`config.mk`:
```
export PLATFORM = sky130hd
export DESIGN_NAME = lcd_serial_tx
export DESIGN_NICKNAME = d
export VERILOG_FILES = /design/src/rtl/lcd_pkg.sv /design/src/rtl/lcd_tx_fifo.sv /design/src/rtl/lcd_serial_tx.sv
export SDC_FILE = /design/constraint.sdc
export NUM_CORES = 1
export LEC_CHECK = 0
export ABC_AREA = 1
export CAP_MARGIN = 0
export CORE_MARGIN = 3
export CORE_UTILIZATION = 55
export DETAILED_ROUTE_END_ITERATION = 8
export DONT_BUFFER_PORTS = 1
export PLACE_DENSITY = 0.73
export SETUP_SLACK_MARGIN = 0.15
export SYNTH_ARGS = -nofsm -noshare
export SYNTH_HDL_FRONTEND = slang
export SYNTH_HIERARCHICAL = 1
export SYNTH_SLANG_ARGS = --single-unit
```
`constraint.sdc`:
```
create_clock -name clk -period 1.6 [get_ports clk]
set_input_delay 0.32 -clock clk [delete_from_list [all_inputs] [get_ports clk]]
set_output_delay 0.32 -clock clk [all_outputs]
set_load 0.1 [all_outputs]
```
`src/rtl/lcd_pkg.sv`:
```
// Shared definitions for the ST7920-class serial LCD path: FSM encodings,
// serial frame constants, request payload and default timing values that
// the LCD controller reuses.
package lcd_pkg;

    // Transmitter FSM encodings
    localparam logic [1:0] ST_IDLE_ENC  = 2'd0;
    localparam logic [1:0] ST_SHIFT_ENC = 2'd1;
    localparam logic [1:0] ST_TAIL_ENC  = 2'd2;
    localparam logic [1:0] ST_GAP_ENC   = 2'd3;

    typedef enum logic [1:0] {
        ST_IDLE  = ST_IDLE_ENC,
        ST_SHIFT = ST_SHIFT_ENC,
        ST_TAIL  = ST_TAIL_ENC,
        ST_GAP   = ST_GAP_ENC
    } lcd_state_e;

    // Serial frame constants
    localparam logic [4:0] SYNC_PREFIX = 5'b11111;
    localparam logic       RW_WRITE    = 1'b0;
    localparam logic       RS_CMD      = 1'b0;
    localparam logic       RS_DATA     = 1'b1;

    localparam int unsigned FRAME_W = 24;
    localparam int unsigned BIT_W   = 5;

    // Default timing (100 MHz clk: 1 MHz SCLK, 80 us command gap)
    localparam int unsigned DEF_CLK_DIV    = 50;
    localparam int unsigned DEF_GAP_CYCLES = 8000;
    localparam int unsigned DEF_FIFO_DEPTH = 4;

    // One command/data byte request
    typedef struct packed {
        logic       rs;
        logic [7:0] data;
    } lcd_req_t;

    // Wrap a byte in the 24-bit serial frame, MSB transmitted first
    function automatic logic [FRAME_W-1:0] build_frame(input lcd_req_t req);
        return {SYNC_PREFIX, RW_WRITE, req.rs, 1'b0,
                req.data[7:4], 4'b0000, req.data[3:0], 4'b0000};
    endfunction

endpackage

```
`src/rtl/lcd_tx_fifo.sv`:
```
// Synchronous request queue placed in front of the serial transmitter.
// Ports:
//   clk, rst      - clock, synchronous active-high reset
//   push, wdata   - enqueue one request (caller never pushes when full)
//   pop           - dequeue the head entry (ignored when empty)
//   rdata_c       - head entry, valid while empty_q is low
//   empty_q       - registered empty flag
//   empty_nxt_c   - empty flag as it will be after this edge
//   full_nxt_c    - full flag as it will be after this edge
module lcd_tx_fifo
    import lcd_pkg::*;
#(
    parameter int unsigned DEPTH = DEF_FIFO_DEPTH
) (
    input  logic     clk,
    input  logic     rst,
    input  logic     push,
    input  lcd_req_t wdata,
    input  logic     pop,
    output lcd_req_t rdata_c,
    output logic     empty_q,
    output logic     empty_nxt_c,
    output logic     full_nxt_c
);

    localparam int unsigned PTR_W = (DEPTH > 1) ? $clog2(DEPTH) : 1;
    localparam int unsigned CNT_W = $clog2(DEPTH + 1);

    lcd_req_t         mem_q [DEPTH];
    logic [PTR_W-1:0] wr_ptr_q, wr_ptr_d;
    logic [PTR_W-1:0] rd_ptr_q, rd_ptr_d;
    logic [CNT_W-1:0] count_q, count_d;
    logic             do_push, do_pop;

    // Pointer/occupancy update; simultaneous push and pop keeps the count
    always_comb begin
        do_push  = push && (count_q != CNT_W'(DEPTH));
        do_pop   = pop && (count_q != '0);
        wr_ptr_d = wr_ptr_q;
        rd_ptr_d = rd_ptr_q;
        count_d  = count_q;
        if (do_push) begin
            wr_ptr_d = (wr_ptr_q == PTR_W'(DEPTH - 1)) ? '0 : wr_ptr_q + PTR_W'(1);
        end
        if (do_pop) begin
            rd_ptr_d = (rd_ptr_q == PTR_W'(DEPTH - 1)) ? '0 : rd_ptr_q + PTR_W'(1);
        end
        case ({do_push, do_pop})
            2'b10:   count_d = count_q + CNT_W'(1);
            2'b01:   count_d = count_q - CNT_W'(1);
            default: count_d = count_q;
        endcase
        empty_nxt_c = (count_d == '0);
        full_nxt_c  = (count_d == CNT_W'(DEPTH));
        rdata_c     = mem_q[rd_ptr_q];
    end

    always_ff @(posedge clk) begin
        if (rst) begin
            wr_ptr_q <= '0;
            rd_ptr_q <= '0;
            count_q  <= '0;
            empty_q  <= 1'b1;
        end else begin
            wr_ptr_q <= wr_ptr_d;
            rd_ptr_q <= rd_ptr_d;
            count_q  <= count_d;
            empty_q  <= empty_nxt_c;
        end
    end

    // Storage needs no reset; entries are only read after being written
    always_ff @(posedge clk) begin
        if (do_push) begin
            mem_q[wr_ptr_q] <= wdata;
        end
    end

endmodule

```
`src/rtl/lcd_serial_tx.sv`:
```
// Byte-level transmitter for an ST7920-class LCD in 3-wire serial mode.
// Each byte is wrapped in a 24-bit frame, shifted MSB first, then followed
// by a command-execution gap before the next byte may start.
// Build option: define LCD_TX_FIFO_EN to place a FIFO_DEPTH-entry request
// queue in front of the FSM; serial timing is identical in both builds.
// Ports:
//   clk, rst          - clock, synchronous active-high reset
//   I_valid/I_rs/I_data - byte request (rs: 0 = command, 1 = data)
//   O_ready           - request accepted when I_valid & O_ready
//   O_busy            - frame, gap or queued work in progress
//   O_done            - one-cycle pulse at the end of each byte's gap
//   O_cs1/O_sclk/O_sid - LCD serial interface
module lcd_serial_tx
    import lcd_pkg::*;
#(
    parameter int unsigned CLK_DIV    = DEF_CLK_DIV,
    parameter int unsigned GAP_CYCLES = DEF_GAP_CYCLES,
    parameter int unsigned FIFO_DEPTH = DEF_FIFO_DEPTH
) (
    input  logic       clk,
    input  logic       rst,
    input  logic       I_valid,
    input  logic       I_rs,
    input  logic [7:0] I_data,
    output logic       O_ready,
    output logic       O_busy,
    output logic       O_done,
    output logic       O_cs1,
    output logic       O_sclk,
    output logic       O_sid
);

    localparam int unsigned DIV_W = (CLK_DIV > 1) ? $clog2(CLK_DIV) : 1;
    localparam int unsigned GAP_W = (GAP_CYCLES > 1) ? $clog2(GAP_CYCLES) : 1;

    lcd_state_e         state_q, state_d;
    logic [DIV_W-1:0]   div_q, div_d;
    logic [BIT_W-1:0]   bit_q, bit_d;
    logic [GAP_W-1:0]   gap_q, gap_d;
    logic [FRAME_W-1:0] frame_q, frame_d;
    logic               cs1_q, cs1_d;
    logic               sclk_q, sclk_d;
    logic               sid_q, sid_d;
    logic               done_q, done_d;
    logic               ready_q, ready_d;
    logic               busy_q, busy_d;

    lcd_req_t           req_in;
    lcd_req_t           start_req;
    logic               start_c;
    logic               div_end;

    assign req_in = '{rs: I_rs, data: I_data};

`ifdef LCD_TX_FIFO_EN
    logic fifo_empty_q;
    logic fifo_empty_nxt_c;
    logic fifo_full_nxt_c;
    logic fifo_push;

    // Accept into the queue; the FSM drains it whenever it is idle
    assign fifo_push = I_valid & ready_q;
    assign start_c   = (state_q == ST_IDLE) & ~fifo_empty_q;

    lcd_tx_fifo #(
        .DEPTH (FIFO_DEPTH)
    ) u_fifo (
        .clk         (clk),
        .rst         (rst),
        .push        (fifo_push),
        .wdata       (req_in),
        .pop         (start_c),
        .rdata_c     (start_req),
        .empty_q     (fifo_empty_q),
        .empty_nxt_c (fifo_empty_nxt_c),
        .full_nxt_c  (fifo_full_nxt_c)
    );
`else
    // Direct handshake: a byte is taken only while the FSM is idle
    assign start_c   = I_valid & ready_q;
    assign start_req = req_in;
`endif

    assign div_end = (div_q == DIV_W'(CLK_DIV - 1));

    // Next-state and serial output logic
    always_comb begin
        state_d = state_q;
        div_d   = div_q;
        bit_d   = bit_q;
        gap_d   = gap_q;
        frame_d = frame_q;
        cs1_d   = cs1_q;
        sclk_d  = sclk_q;
        sid_d   = sid_q;
        done_d  = 1'b0;

        case (state_q)
            ST_IDLE: begin
                if (start_c) begin
                    state_d = ST_SHIFT;
                    frame_d = build_frame(start_req);
                    cs1_d   = 1'b1;
                    sclk_d  = 1'b0;
                    sid_d   = frame_d[FRAME_W-1];
                    div_d   = '0;
                    bit_d   = BIT_W'(FRAME_W - 1);
                end
            end

            ST_SHIFT: begin
                if (div_end) begin
                    div_d = '0;
                    if (!sclk_q) begin
                        sclk_d = 1'b1;
                    end else begin
                        // Falling edge: the only place SID moves
                        sclk_d = 1'b0;
                        if (bit_q == '0) begin
                            state_d = ST_TAIL;
                        end else begin
                            bit_d   = bit_q - BIT_W'(1);
                            frame_d = {frame_q[FRAME_W-2:0], 1'b0};
                            sid_d   = frame_q[FRAME_W-2];
                        end
                    end
                end else begin
                    div_d = div_q + DIV_W'(1);
                end
            end

            ST_TAIL: begin
                if (div_end) begin
                    div_d = '0;
                    cs1_d = 1'b0;
                    sid_d = 1'b0;
                    if (GAP_CYCLES == 0) begin
                        state_d = ST_IDLE;
                        done_d  = 1'b1;
                    end else begin
                        state_d = ST_GAP;
                        gap_d   = '0;
                    end
                end else begin
                    div_d = div_q + DIV_W'(1);
                end
            end

            ST_GAP: begin
                if (gap_q == GAP_W'(GAP_CYCLES - 1)) begin
                    state_d = ST_IDLE;
                    done_d  = 1'b1;
                    gap_d   = '0;
                end else begin
                    gap_d = gap_q + GAP_W'(1);
                end
            end

            default: begin
                state_d = ST_IDLE;
            end
        endcase
    end

    // Handshake status, registered alongside the FSM
    always_comb begin
`ifdef LCD_TX_FIFO_EN
        ready_d = ~fifo_full_nxt_c;
        busy_d  = (state_d != ST_IDLE) | ~fifo_empty_nxt_c;
`else
        ready_d = (state_d == ST_IDLE);
        busy_d  = ~ready_d;
`endif
    end

    always_ff @(posedge clk) begin
        if (rst) begin
            state_q <= ST_IDLE;
            div_q   <= '0;
            bit_q   <= '0;
            gap_q   <= '0;
            frame_q <= '0;
            cs1_q   <= 1'b0;
            sclk_q  <= 1'b0;
            sid_q   <= 1'b0;
            done_q  <= 1'b0;
            ready_q <= 1'b1;
            busy_q  <= 1'b0;
        end else begin
            state_q <= state_d;
            div_q   <= div_d;
            bit_q   <= bit_d;
            gap_q   <= gap_d;
            frame_q <= frame_d;
            cs1_q   <= cs1_d;
            sclk_q  <= sclk_d;
            sid_q   <= sid_d;
            done_q  <= done_d;
            ready_q <= ready_d;
            busy_q  <= busy_d;
        end
    end

    assign O_ready = ready_q;
    assign O_busy  = busy_q;
    assign O_done  = done_q;
    assign O_cs1   = cs1_q;
    assign O_sclk  = sclk_q;
    assign O_sid   = sid_q;

endmodule
```
Yosys cells after proc, flatten, opt, wreduce, memory -nomap -nowiden
Cells that the tools add are included.
Widths: inputs -> output; s select.
{"block": "op_classes", "n_bitwise": 3, "add_sub_neg": 3, "n_reduce_logical": 16, "eq_ne": 10, "n_mux": 35}
{"operator": "$mux 23", "n": 4}
{"operator": "$pmux 23 s2", "n": 1}
{"operator": "$mux 13", "n": 2}
{"operator": "$pmux 13 s2", "n": 1}
{"operator": "$mux 5", "n": 4}
{"operator": "$add 13x1->13 const B", "n": 1}
{"operator": "$eq 13x13->1 const B", "n": 1}
{"operator": "$mux 2", "n": 6}
{"operator": "$mux 6", "n": 2}
{"operator": "$pmux 6 s2", "n": 1}
{"operator": "$ne 2x2->1 const B", "n": 5}
{"operator": "$pmux 5 s2", "n": 1}
{"operator": "$mux 1", "n": 9}
{"operator": "$pmux 2 s4", "n": 1}
{"operator": "$reduce_bool 2->1", "n": 4}
{"operator": "$add 6x1->6 const B", "n": 1}
{"operator": "$eq 6x6->1 const B", "n": 1}
{"operator": "$reduce_and 3->1", "n": 2}
{"operator": "$reduce_and 6->1", "n": 1}
{"operator": "$logic_not 5->1", "n": 1}
{"operator": "$reduce_and 5->1", "n": 1}
{"operator": "$sub 5x1->5 const B", "n": 1}
{"operator": "$eq 2x2->1 const B", "n": 2}
{"operator": "$logic_not 2->1", "n": 2}
{"operator": "8 further kinds", "n": 12}
{"block": "word_totals", "output_inout_bits": 6, "ff_bits": 55}

Logic depth before layout (Yosys ltp)
{"block": "logic_depth", "ltp_word": 7, "mapped_depth": 11}

Worst setup path after synthesis
No wires, ideal clock.
{"block": "synth_path", "path_kind": "register to register", "from": "register ready_q (netlist: O_ready)", "to": "register frame_q[10]", "required_time_ns": 1.470, "setup_time_ns": 0.130, "stages_incl_launch_ff": 11, "path_slack_ns": -0.466, "t_arrival_ns": 1.936, "path_cell_list": "dfxtp_1 -> nand2_1 -> nand2_1 -> inv_2 -> nor2_2 -> nand2_2 -> nor2_4 -> buf_6 -> nand2_1 -> o21ai_1 -> nor2_1"}
{"block": "synth_between", "elab_chain_cells": 3}
{"element": "start: declaration", "line": "lcd_serial_tx.sv:45", "rtl": "logic ready_q, ready_d;"}
{"element": "start signal: assignment", "line": "lcd_serial_tx.sv:199", "rtl": "ready_q <= ready_d;"}
{"element": "$and 1x1->1", "line": "lcd_serial_tx.sv:80", "rtl": "assign start_c = I_valid & ready_q;"}
{"element": "$ne 2x2->1 (no line)"}
{"element": "$reduce_and 5->1 (no line)"}
{"element": "end signal: assignment", "line": "lcd_serial_tx.sv:194", "rtl": "frame_q <= frame_d;"}
{"element": "end: declaration", "line": "lcd_serial_tx.sv:40", "rtl": "logic [FRAME_W-1:0] frame_q, frame_d;"}
No other way between the ends.
A chain may end at the register's enable or synchronous reset.

Worst setup path after layout
{"block": "layout_path", "from": "register state_q[0]", "to": "register frame_q[8]"}
{"block": "layout_between", "elab_chain_cells": 3, "word_cells_on_any_way": 9, "classes_between": "eq/ne (5); mux (1); reduce/logical (3)"}
{"element": "start: declaration", "line": "lcd_serial_tx.sv:36", "rtl": "lcd_state_e state_q, state_d;"}
{"element": "start signal: assignment", "line": "lcd_serial_tx.sv:190", "rtl": "state_q <= state_d;"}
{"element": "$eq 2x1->1 or $logic_not 2->1 (tied branches)", "line": "lcd_serial_tx.sv:98", "rtl": "case (state_q)"}
{"element": "$ne 2x2->1 (no line) or $reduce_bool 2->1 (tied branches)"}
{"element": "$reduce_and 5->1 (no line)"}
Parallel ways exist; a longest one is shown, timed or not.

==> run_results.csv <==
group,metric,value,unit
timing,tightest_slew,0.314,ns
route,viasPerCell,5.21,
min_path,min_to,"bit_q[4]",
timing,finalHoldViolations,0,
synthesis,syn_avg_cell_area,6.60,µm²
power,power_density,1950,nW/µm²
global_routing,antenna_found_initial,0,
synthesis,netlist_area,2720,µm²
route,vias,2684,
synthesis,synthCells,413,
synthesis,synth-seq-cells,51,
timing,min_period_over_period,100,%
power,p_clk_share,12.0,%
worst_setup_path,slowest_stage,"dfxtp_4",
timing,whs,0.0727,ns
worst_setup_path,r2r_slack,-0.002,ns
synthesis,yosysWarnings,6,
clocking,holdBufCountCts,0,
worst_setup_path,worstPathRequired,1.81,ns
place,portBuffers,0,
worst_setup_path,cp-start-kind,"register",
die,dieArea,5830,µm²
power,peakVddDrop,1.27,mV
worst_setup_path,reg2reg_from,"state_q[0]",
clocking,cts_sinks,51,
power,combPwrFrac,61.6,%
worst_setup_path,path_common_cell,"nor2_4",
global_routing,grt-ovfl-total,0,
power,swShare,46.5,%
global_routing,grt_pass1_vias,2454,
timing,fin_ws,-0.00221,ns
global_routing,grt_usage,21.9,%
finish,n_fill_cell,362,
clocking,htree_num_levels,2,
route,dr.pass1.iters,4,
worst_setup_path,worst-setup-path-type,"register to register",
place,gp_congestion,0.874,
min_path,whs_path_depth,1,
die,ios,18,
power,p_sw,0.00315,W
job,cap_violations,0,
worst_setup_path,cp_slowest_stage_delay,0.38,ns
global_routing,grt_max_degree,20,
synthesis,yosysMostFrequentCell,"nand2_1",
timing,maxSlewViolCount,0,
die,core-area,4560,µm²
clocking,root_buffer,"clkbuf_8",
timing,period_minus_slack,1.60,ns
synthesis,synth.distinct_cells,30,
min_path,hp-start,"rst",
die,start_util,59.7,%
finish,antenna_cells,0,
worst_setup_path,arrival,1.81,ns
synthesis,synth_top_area_cell,"dfxtp_1",
clocking,cts_buffer_depth,2,
outcome,violations,"negative setup slack",
power,p_int,0.00363,W
route,wl_per_cell,13.0,µm
finish,syn2layout_area_growth,27.5,%
worst_setup_path,crit_path_cell_trace,"buf_12 -> ha_4 -> nor2_4 -> nor2_4 -> nand2_2 -> nor2_4 -> buf_6 -> nand2_1 -> o21ai_1 -> nor2_1",
finish,fin_cells,515,
timing,fmax,0.624,GHz
synthesis,ys_seq_area_share,37.5,%
clocking,cts_buffers,5,
worst_setup_path,r2r_cells,10,
die,std_cell_rows,24,
die,die_y,76.4,µm
finish,drive_above_1_share,31.1,%
worst_setup_path,r2r-end,"frame_q[8]",
synthesis,synth-main-ff-cell,"dfxtp_1",
min_path,holdCritPathClass,"input pin to register",
route,drt-initial-drc-count,148,
place,hpwl,4.14,mm
finish,finalNetCount,471,
synthesis,ys_async_sr_fraction,0,%
clocking,cts_tree,"done",
synthesis,mappedNetlistNets,435,
synthesis,synth_edf_count,0,
place,dp.cells,493,
timing,rsz0062_at_grt,"true",
route,wirelength,6.70,mm
power,seqPwrFrac,26.4,%
timing,slew_headroom,78.9,%
power,finalPower,0.00678,W
worst_setup_path,path_buf_inv,2,
worst_setup_path,critPathMaxFanout,7,
clocking,clk_latency,0.31,ns
timing,setup_viol,2,
synthesis,synth_commonest_cells,"105 x nand2_1, 69 x nor2_1, 51 x dfxtp_1",
worst_setup_path,crit_family,"simple AND/OR/NAND/NOR gates",
die,die_width,76.4,µm
clocking,clk_pin_slew,0.09,ns
outcome,status,"finished with violations",
synthesis,netlist.area_leader.share,37.5,%
worst_setup_path,end_kind,"register",
global_routing,grt_pass1_wl,10.7,mm
route,antenna_left,0,
route,drc_errors,0,
power,p_leak,1.51,nW
synthesis,synthTopCellsByArea,"dfxtp_1 37%, nand2_1 14%, nor2_1 9.5%",
timing,finClkSkew,0.0123,ns
## cell families (layout without fill, tap and decap cells)
logic type,count (synthesis),after routing,synth area share [%]
AOI/OAI and AO/OA,58,58,11.6
xor gates and xnor gates,3,3,0.965
adders and majority gates,10,10,4.59
buffers and inverters,64,101,10.0
DFF,51,51,37.5
and+or+nand+nor,227,227,35.4
## layer usage
| layer | GRT usage [%] | share of wire (%) |
|---|---|---|
| met5 | 0 | 0 |
| met1 | 27.7 | 43 |
| met2 | 37.3 | 52 |
| met4 | 6.88 | 1.6 |
| met3 | 4.26 | 3.3 |
## state kept, by name, summed over array words and instances (netlist names)
signal and flops:
frame_q 19, gap_q 13, div_q 6, bit_q 5
state_q 2, O_busy 1, O_cs1 1, O_done 1
O_ready 1, O_sclk 1, O_sid 1
## placed cells by master (no fill, tap or decap), drive strengths merged, types with 2 or more instances in the layout
cell type,n
ha,10
o22ai,2
a21oi,19
o21ai,34
a211oi,2
clkbuf,8
nor3,9
nand4,3
nor2,72
xor2,3
dfxtp,51
nand3,25
inv,50
nand2,114
buf,42
nor4,2
## worst max path at each step
stage                from     endpoint  cells past startpoint
6_report       state_q[0]   frame_q[8]                     10
4_1_cts        state_q[0]  frame_q[10]                     11
5_1_grt        state_q[0]     bit_q[1]                      9
3_3_place_gp   state_q[0]  frame_q[18]                     11
2_1_floorplan     O_ready  frame_q[10]                     10
3_5_place_dp   state_q[1]  frame_q[10]                     10
## power groups by stage
| stage | Clock, W | Combinational, W | Sequential [W] |
|---|---|---|---|
| 6_report | 0.000816 | 0.00417 | 0.00179 |
| 5_1_grt | 0.000883 | 0.00456 | 0.00182 |
| 4_1_cts | 0.000826 | 0.00351 | 0.00177 |
| 3_5_place_dp | 0 | 0.00302 | 0.00178 |
| 3_3_place_gp | 0 | 0.00297 | 0.00177 |
| 2_1_floorplan | 0 | 0.00207 | 0.00209 |
## metrics by stage
step | worst slack (ns) | utilization (%) | instance area [µm²] | setup TNS, ns
2_1_floorplan | 0.120 | - | 2750 | 0
3_3_place_gp | 0.00139 | 64.7 | 2950 | 0
3_5_place_dp | -0.0123 | 64.7 | 2950 | -0.0598
4_1_cts | 0.0265 | 70.9 | 3240 | 0
5_1_grt | -0.104 | 76.1 | 3470 | -1.54
6_report | -0.00221 | 76.1 | 3470 | -0.00412
## cell type report
type	count	area (µm²)	share of cell area, %
clock buffers	8	100	2.88
inverters	51	198	5.69
multi-input cells	298	1710	49.1
flip-flops and latches	51	1040	30.0
well taps	65	81.3	2.34
repair buffers	42	345	9.95
## repair_timing
action / in CTS / in global routing
gates cloned: 3 / 0
pin swaps: 13 / 16
gates resized for setup: 35 / 59
endpoints found under the setup margin: 40 / 48
buffers inserted: 5 / 6
Power figures use the tool's default switching activity.
